--- src/rtl/imem_pkg.sv ---
// rtl/imem_pkg.sv - shared constants and state encoding for the instruction-memory fetch controller
package imem_pkg;

    localparam int ADDR_W_DEF    = 16;
    localparam int DATA_W_DEF    = 16;
    localparam int MEM_DEPTH_DEF = 16;

    typedef enum logic [1:0] {
        ST_IDLE = 2'd0,
        ST_LOAD = 2'd1,
        ST_RUN  = 2'd2,
        ST_HALT = 2'd3
    } imem_state_t;

endpackage

--- src/rtl/imem_next_pc.sv ---
// rtl/imem_next_pc.sv - combinational next-PC priority mux (halt > stall > jump > branch > pc+1)
//
// Ports:
//   pc                          current fetch address
//   halt_req, stall             hold the PC
//   jump, jump_target           redirect to jump_target
//   branch_taken, branch_target redirect to branch_target
//   pc_next                     address to load on the next edge while running
//   pc_plus1                    pc + 1, wrapping modulo 2^ADDR_W
module imem_next_pc #(
    parameter int ADDR_W = 16
) (
    input  logic [ADDR_W-1:0] pc,
    input  logic              halt_req,
    input  logic              stall,
    input  logic              jump,
    input  logic [ADDR_W-1:0] jump_target,
    input  logic              branch_taken,
    input  logic [ADDR_W-1:0] branch_target,
    output logic [ADDR_W-1:0] pc_next,
    output logic [ADDR_W-1:0] pc_plus1
);

    assign pc_plus1 = pc + ADDR_W'(1);

    always_comb begin
        pc_next = pc_plus1;
        if (halt_req || stall) begin
            pc_next = pc;
        end else if (jump) begin
            pc_next = jump_target;
        end else if (branch_taken) begin
            pc_next = branch_target;
        end
    end

endmodule

--- src/rtl/imem_fetch_ctrl.sv ---
// rtl/imem_fetch_ctrl.sv - program loader and PC sequencer for the 16-bit instruction memory
//
// Optional feature macro: IMEM_LOAD_CHECKSUM_EN (running XOR of loaded words on ld_checksum).
//
// Ports:
//   clk, reset                    clock, asynchronous active-high reset
//   load_start, run_start         one-cycle mode pulses
//   ld_valid/ld_data/ld_last      loader word stream, ld_ready accepts
//   imem_we/imem_waddr/imem_wdata registered instruction-memory write port
//   stall/branch_*/jump*/halt_req core control while running
//   pc, pc_plus1, fetch_valid     fetch address and its qualifier
//   load_err                      sticky overflow flag for the last load
//   ld_checksum                   XOR of loaded words (0 when the feature is off)
//   state                         IDLE=0, LOAD=1, RUN=2, HALT=3
module imem_fetch_ctrl
    import imem_pkg::*;
#(
    parameter int                ADDR_W    = ADDR_W_DEF,
    parameter int                DATA_W    = DATA_W_DEF,
    parameter int                MEM_DEPTH = MEM_DEPTH_DEF,
    parameter logic [ADDR_W-1:0] RESET_PC  = '0
) (
    input  logic              clk,
    input  logic              reset,
    input  logic              load_start,
    input  logic              ld_valid,
    input  logic [DATA_W-1:0] ld_data,
    input  logic              ld_last,
    output logic              ld_ready,
    output logic              imem_we,
    output logic [ADDR_W-1:0] imem_waddr,
    output logic [DATA_W-1:0] imem_wdata,
    input  logic              run_start,
    input  logic              stall,
    input  logic              branch_taken,
    input  logic [ADDR_W-1:0] branch_target,
    input  logic              jump,
    input  logic [ADDR_W-1:0] jump_target,
    input  logic              halt_req,
    output logic [ADDR_W-1:0] pc,
    output logic [ADDR_W-1:0] pc_plus1,
    output logic              fetch_valid,
    output logic              load_err,
    output logic [DATA_W-1:0] ld_checksum,
    output logic [1:0]        state
);

    // One extra bit so the counter can represent MEM_DEPTH itself.
    localparam logic [ADDR_W:0] DEPTH_C  = (ADDR_W + 1)'(MEM_DEPTH);
    localparam logic [ADDR_W:0] DEPTH_M1 = (ADDR_W + 1)'(MEM_DEPTH - 1);

    imem_state_t       state_q, state_d;
    logic [ADDR_W:0]   wr_cnt;
    logic [ADDR_W-1:0] pc_next;
    logic              xfer;
    logic              cnt_clr;
    logic              load_done;
    logic              overflow;

    assign state       = state_q;
    assign ld_ready    = (state_q == ST_LOAD) && (wr_cnt < DEPTH_C);
    assign xfer        = ld_valid && ld_ready;
    assign fetch_valid = (state_q == ST_RUN);

    imem_next_pc #(.ADDR_W(ADDR_W)) u_next_pc (
        .pc            (pc),
        .halt_req      (halt_req),
        .stall         (stall),
        .jump          (jump),
        .jump_target   (jump_target),
        .branch_taken  (branch_taken),
        .branch_target (branch_target),
        .pc_next       (pc_next),
        .pc_plus1      (pc_plus1)
    );

    always_ff @(posedge clk or posedge reset) begin
        if (reset) begin
            state_q <= ST_IDLE;
        end else begin
            state_q <= state_d;
        end
    end

    always_comb begin
        state_d   = state_q;
        cnt_clr   = 1'b0;
        load_done = 1'b0;
        overflow  = 1'b0;
        case (state_q)
            ST_IDLE, ST_HALT: begin
                if (load_start) begin
                    state_d = ST_LOAD;
                    cnt_clr = 1'b1;
                end else if (run_start) begin
                    state_d = ST_RUN;
                end
            end
            ST_LOAD: begin
                if (xfer) begin
                    if (ld_last) begin
                        state_d   = ST_IDLE;
                        load_done = 1'b1;
                    end else if (wr_cnt == DEPTH_M1) begin
                        // Memory full with no end marker: abandon the load.
                        state_d   = ST_IDLE;
                        load_done = 1'b1;
                        overflow  = 1'b1;
                    end
                end
            end
            ST_RUN: begin
                if (halt_req) begin
                    state_d = ST_HALT;
                end
            end
            default: state_d = ST_IDLE;
        endcase
    end

    always_ff @(posedge clk or posedge reset) begin
        if (reset) begin
            pc         <= RESET_PC;
            wr_cnt     <= '0;
            load_err   <= 1'b0;
            imem_we    <= 1'b0;
            imem_waddr <= '0;
            imem_wdata <= '0;
        end else begin
            imem_we <= xfer;
            if (xfer) begin
                imem_waddr <= wr_cnt[ADDR_W-1:0];
                imem_wdata <= ld_data;
            end

            if (cnt_clr) begin
                wr_cnt <= '0;
            end else if (xfer) begin
                wr_cnt <= wr_cnt + (ADDR_W + 1)'(1);
            end

            if (cnt_clr) begin
                load_err <= 1'b0;
            end else if (overflow) begin
                load_err <= 1'b1;
            end

            if (load_done) begin
                pc <= RESET_PC;
            end else if (state_q == ST_RUN) begin
                pc <= pc_next;
            end
        end
    end

`ifdef IMEM_LOAD_CHECKSUM_EN
    logic [DATA_W-1:0] csum_q;

    always_ff @(posedge clk or posedge reset) begin
        if (reset) begin
            csum_q <= '0;
        end else if (cnt_clr) begin
            csum_q <= '0;
        end else if (xfer) begin
            csum_q <= csum_q ^ ld_data;
        end
    end

    assign ld_checksum = csum_q;
`else
    assign ld_checksum = '0;
`endif

endmodule

--- config.mk ---
export PLATFORM = sky130hd
export DESIGN_NAME = imem_fetch_ctrl
export DESIGN_NICKNAME = d
export VERILOG_FILES = /design/src/rtl/imem_pkg.sv /design/src/rtl/imem_next_pc.sv /design/src/rtl/imem_fetch_ctrl.sv
export SDC_FILE = /design/constraint.sdc
export NUM_CORES = 1
export LEC_CHECK = 0
export ABC_AREA = 1
export CORE_ASPECT_RATIO = 0.5
export CORE_MARGIN = 10
export CORE_UTILIZATION = 35
export DETAILED_ROUTE_END_ITERATION = 16
export GPL_TIMING_DRIVEN = 0
export MAX_ROUTING_LAYER = met4
export PLACE_DENSITY_LB_ADDON = 0.3
export SLEW_MARGIN = 20
export SYNTH_ARGS = -nofsm -noshare
export SYNTH_HDL_FRONTEND = slang
export SYNTH_HIERARCHICAL = 1
export SYNTH_SLANG_ARGS = --single-unit
--- constraint.sdc ---
create_clock -name clk -period 2.38 [get_ports clk]
set_clock_uncertainty 0.15 [all_clocks]
set_input_delay 0.238 -clock clk [delete_from_list [all_inputs] [get_ports clk]]
set_output_delay 0.238 -clock clk [all_outputs]
set_load 0.02 [all_outputs]
==> flow_metrics.env <==
export IMPL_status="finished, final reports clean"
export IMPL_drv_slew=0
export IMPL_vias_per_cell=4.53
export IMPL_cts_tree="done"
export IMPL_diodes=0
export IMPL_synth_most_common_cell="nand2_1"
export IMPL_syn2layout_area_growth_pct=45.7
export IMPL_antenna_found_initial=0
export IMPL_critPathMaxStageDelay_ps=530
export IMPL_ant_nets=0
export IMPL_grt_max_degree=52
export IMPL_nets=773
export IMPL_synth_area_top_cells="dfrtp_1 43%, nand2_1 17%, nor2_1 7.5%"
export IMPL_fin_crit_ps=2320
export IMPL_dr_pass1_iters=7
export IMPL_use_met1_pct=17.8
export IMPL_drive_above_1_share_pct=11.5
export IMPL_cts_root_buffer="clkbuf_16"
export IMPL_path_buf_inv=2
export IMPL_rsz0062_at_grt="false"
export IMPL_ys_flop_type="dfrtp_1"
export IMPL_synth_warnings=6
export IMPL_vdd_drop_max_mv=0.471
export IMPL_fillers=1081
export IMPL_muxShareOfSynthArea_pct=0
export IMPL_drtIter0Drc=249
export IMPL_endpoint_kind="output pin"
export IMPL_hpwlAfterDp_mm=9.25
export IMPL_synth_cell_types=33
export IMPL_syn_area_mm2=0.00402
export IMPL_fmax_mhz=431
export IMPL_hold_violations=0
export IMPL_power_density_mw_per_mm2=997
export IMPL_critical_path_max_fanout=6
export IMPL_die_area_mm2=0.0164
export IMPL_yosys_area_top_type="dfrtp_1"
export IMPL_synth_compound_area_share_pct=4.98
export IMPL_chipHeight_um=95.8
export IMPL_io_pins=144
export IMPL_gp_congestion=0.907
export IMPL_maxSlewHeadroom_pct=52.4
export IMPL_leakage_nw=3.05
export IMPL_synth_seq_area_share_pct=42.9
export IMPL_synth_adder_area_share_pct=1.24
export IMPL_cts_sinks=69
export IMPL_dr_total_vias=3903
export IMPL_cts_buffers=9
export IMPL_die_w_um=172
export IMPL_grt_pass1_wl_mm=19.5
export IMPL_yosys_register_bits=69
export IMPL_finalSetupViolations=0
export IMPL_synth_top_family_by_area="simple AND/OR/NAND/NOR gates"
export IMPL_critPathSlowestCell="clkdlybuf4s50_1"
export IMPL_utilization_pct=52.7
export IMPL_cap_violations=0
export IMPL_fp_row_count=27
export IMPL_grt_use_met3_pct=3.92
export IMPL_path_cells="ha_1, or2_2, nand2_1, inv_1, clkdlybuf4s50_1"
export IMPL_hp_class="in -> async"
export IMPL_grt_overflow_total=0
export IMPL_cts_resized_gates=18
export IMPL_syn_avg_cell_area_um2=7.21
export IMPL_worst_slack_ps=61.1
export IMPL_fin_setup_tns_ps=0
export IMPL_met2_usage_pct=26.0
export IMPL_coreArea_mm2=0.0111
export IMPL_yosys_area_top_type_share_pct=42.9
export IMPL_port_buffers=126
export IMPL_synth_edf_count=0
export IMPL_synthXorXnorAreaFrac_pct=1.90
export IMPL_clkTransAtPathRegs_ps=60
export IMPL_async_flop_share_pct=100
export IMPL_cts_buffer_depth=2
export IMPL_grt_pass1_vias=3888
export IMPL_yosys_top_cells_count="178 x nand2_1, 80 x nor2_1, 69 x dfrtp_1, 61 x inv_1, 52 x nand3_1"
export IMPL_worstPathRequired_ps=1990
export IMPL_period_share_pct=97.4
export IMPL_hold_buffers=0
export IMPL_grt_busiest_layer="met2"
export IMPL_pre_cts_slack_ps=70.9
export IMPL_h_tree_depth=3
export IMPL_crit_family="buffers and inverters"
export IMPL_clock_latency_ps=330
export IMPL_track_usage_pct=15.2
export IMPL_wl_mm=12.1
export IMPL_syn_inst=558
export IMPL_start_util_pct=36.2
export IMPL_startpoint_type="flop"
export IMPL_crit_arrival_ps=1930
export IMPL_cts_setup_buffers=0
export IMPL_synthSimpleGateAreaFrac_pct=36.2
export IMPL_drcViolationCount=0
export IMPL_tightest_slew_ps=711
export IMPL_path_class="reg -> out"
export IMPL_wl_per_cell_um=14.0
[logic make-up (layout without fill, tap and decap cells)]
logic type                 after synthesis  in the layout
and+or+nand+nor                        339            339
buffers and inverters                  100            243
DFF                                     69             69
AOI/OAI and AO/OA                       38             38
xor gates and xnor gates                 7              7
adders and majority gates                4              4
other                                    1             16
[registers in the layout, indices dropped and copies added (netlist names)]
signal      cells
imem_wdata     16
wr_cnt         17
load_err        1
pc             16
imem_waddr     16
state           2
imem_we         1
[metrics by stage]
stage               hold WS (ps)  total power [mW]  instance area [um^2]  std cells
floorplan                    198              3.28                  4080        573
global placement             299              4.46                  5520        844
detailed placement           301              4.51                  5550        845
CTS                         63.4              5.91                  5860        861
global route                80.1              6.27                  5860        861
finish                      66.7              5.84                  5860        861
[final cells by class]
type                            count  area, um^2  area share (%)
Sequential cell                    69        1730            29.6
Clock buffer                       11         233            3.97
Tap cell                          145         181            3.09
Inverter                           63         239            4.08
Clock inverter                      5        83.8            1.43
Timing Repair Buffer              127        1270            21.6
Multi-Input combinational cell    404        1850            31.5
Buffer                             37         275            4.70
[layout by cell type, fill, tap and decap left out, types with 8 or more instances in the layout]
cell,count
nor2_1,80
nand2_1,178
nor2_2,8
nand3_1,52
conb_1,16
buf_6,8
a21oi_1,18
clkdlybuf4s50_1,113
buf_4,18
dfrtp_1,63
clkbuf_16,9
dlygate4sd2_1,12
o21ai_0,11
inv_1,60
[worst paths after layout]
path | startpoint | slack, ps | end | cells after the start
max in group asynchronous | reset | 1480 | wr_cnt[12] | 3
min reg2reg | imem_waddr[12] | 320 | imem_waddr[12] | 2
min in group clk | ld_data[13] | 280 | imem_wdata[13] | 3
max | pc[0] | 60 | pc_plus1[2] | 5
min | reset | 70 | pc[12] | 2
max reg2reg | state[0] | 380 | pc[11] | 7
[power breakdown]
part | internal, mW | switching [mW] | total [mW]
clock network | 0.921 | 0.509 | 1.43
registers | 1.47 | 0.316 | 1.78
logic | 1.12 | 1.51 | 2.63
total | 3.51 | 2.33 | 5.84
[worst register-to-register path, cell delays in order (launching register included)]
cell and delay [ps]:
dfrtp_1 420, inv_1 80, ha_1 160, buf_2 240, clkinv_1 300, clkbuf_1 330, nand3_1 150, nand2_1 60
[per-layer routing]
layer  vias to the layer above  routed length [um]
li1                       1996                   -
met1                      1762                5200
met2                       134                5850
met3                        11                 938
met4                         0                 109
met5                         -                   0
(Power assumes the default switching activity.)
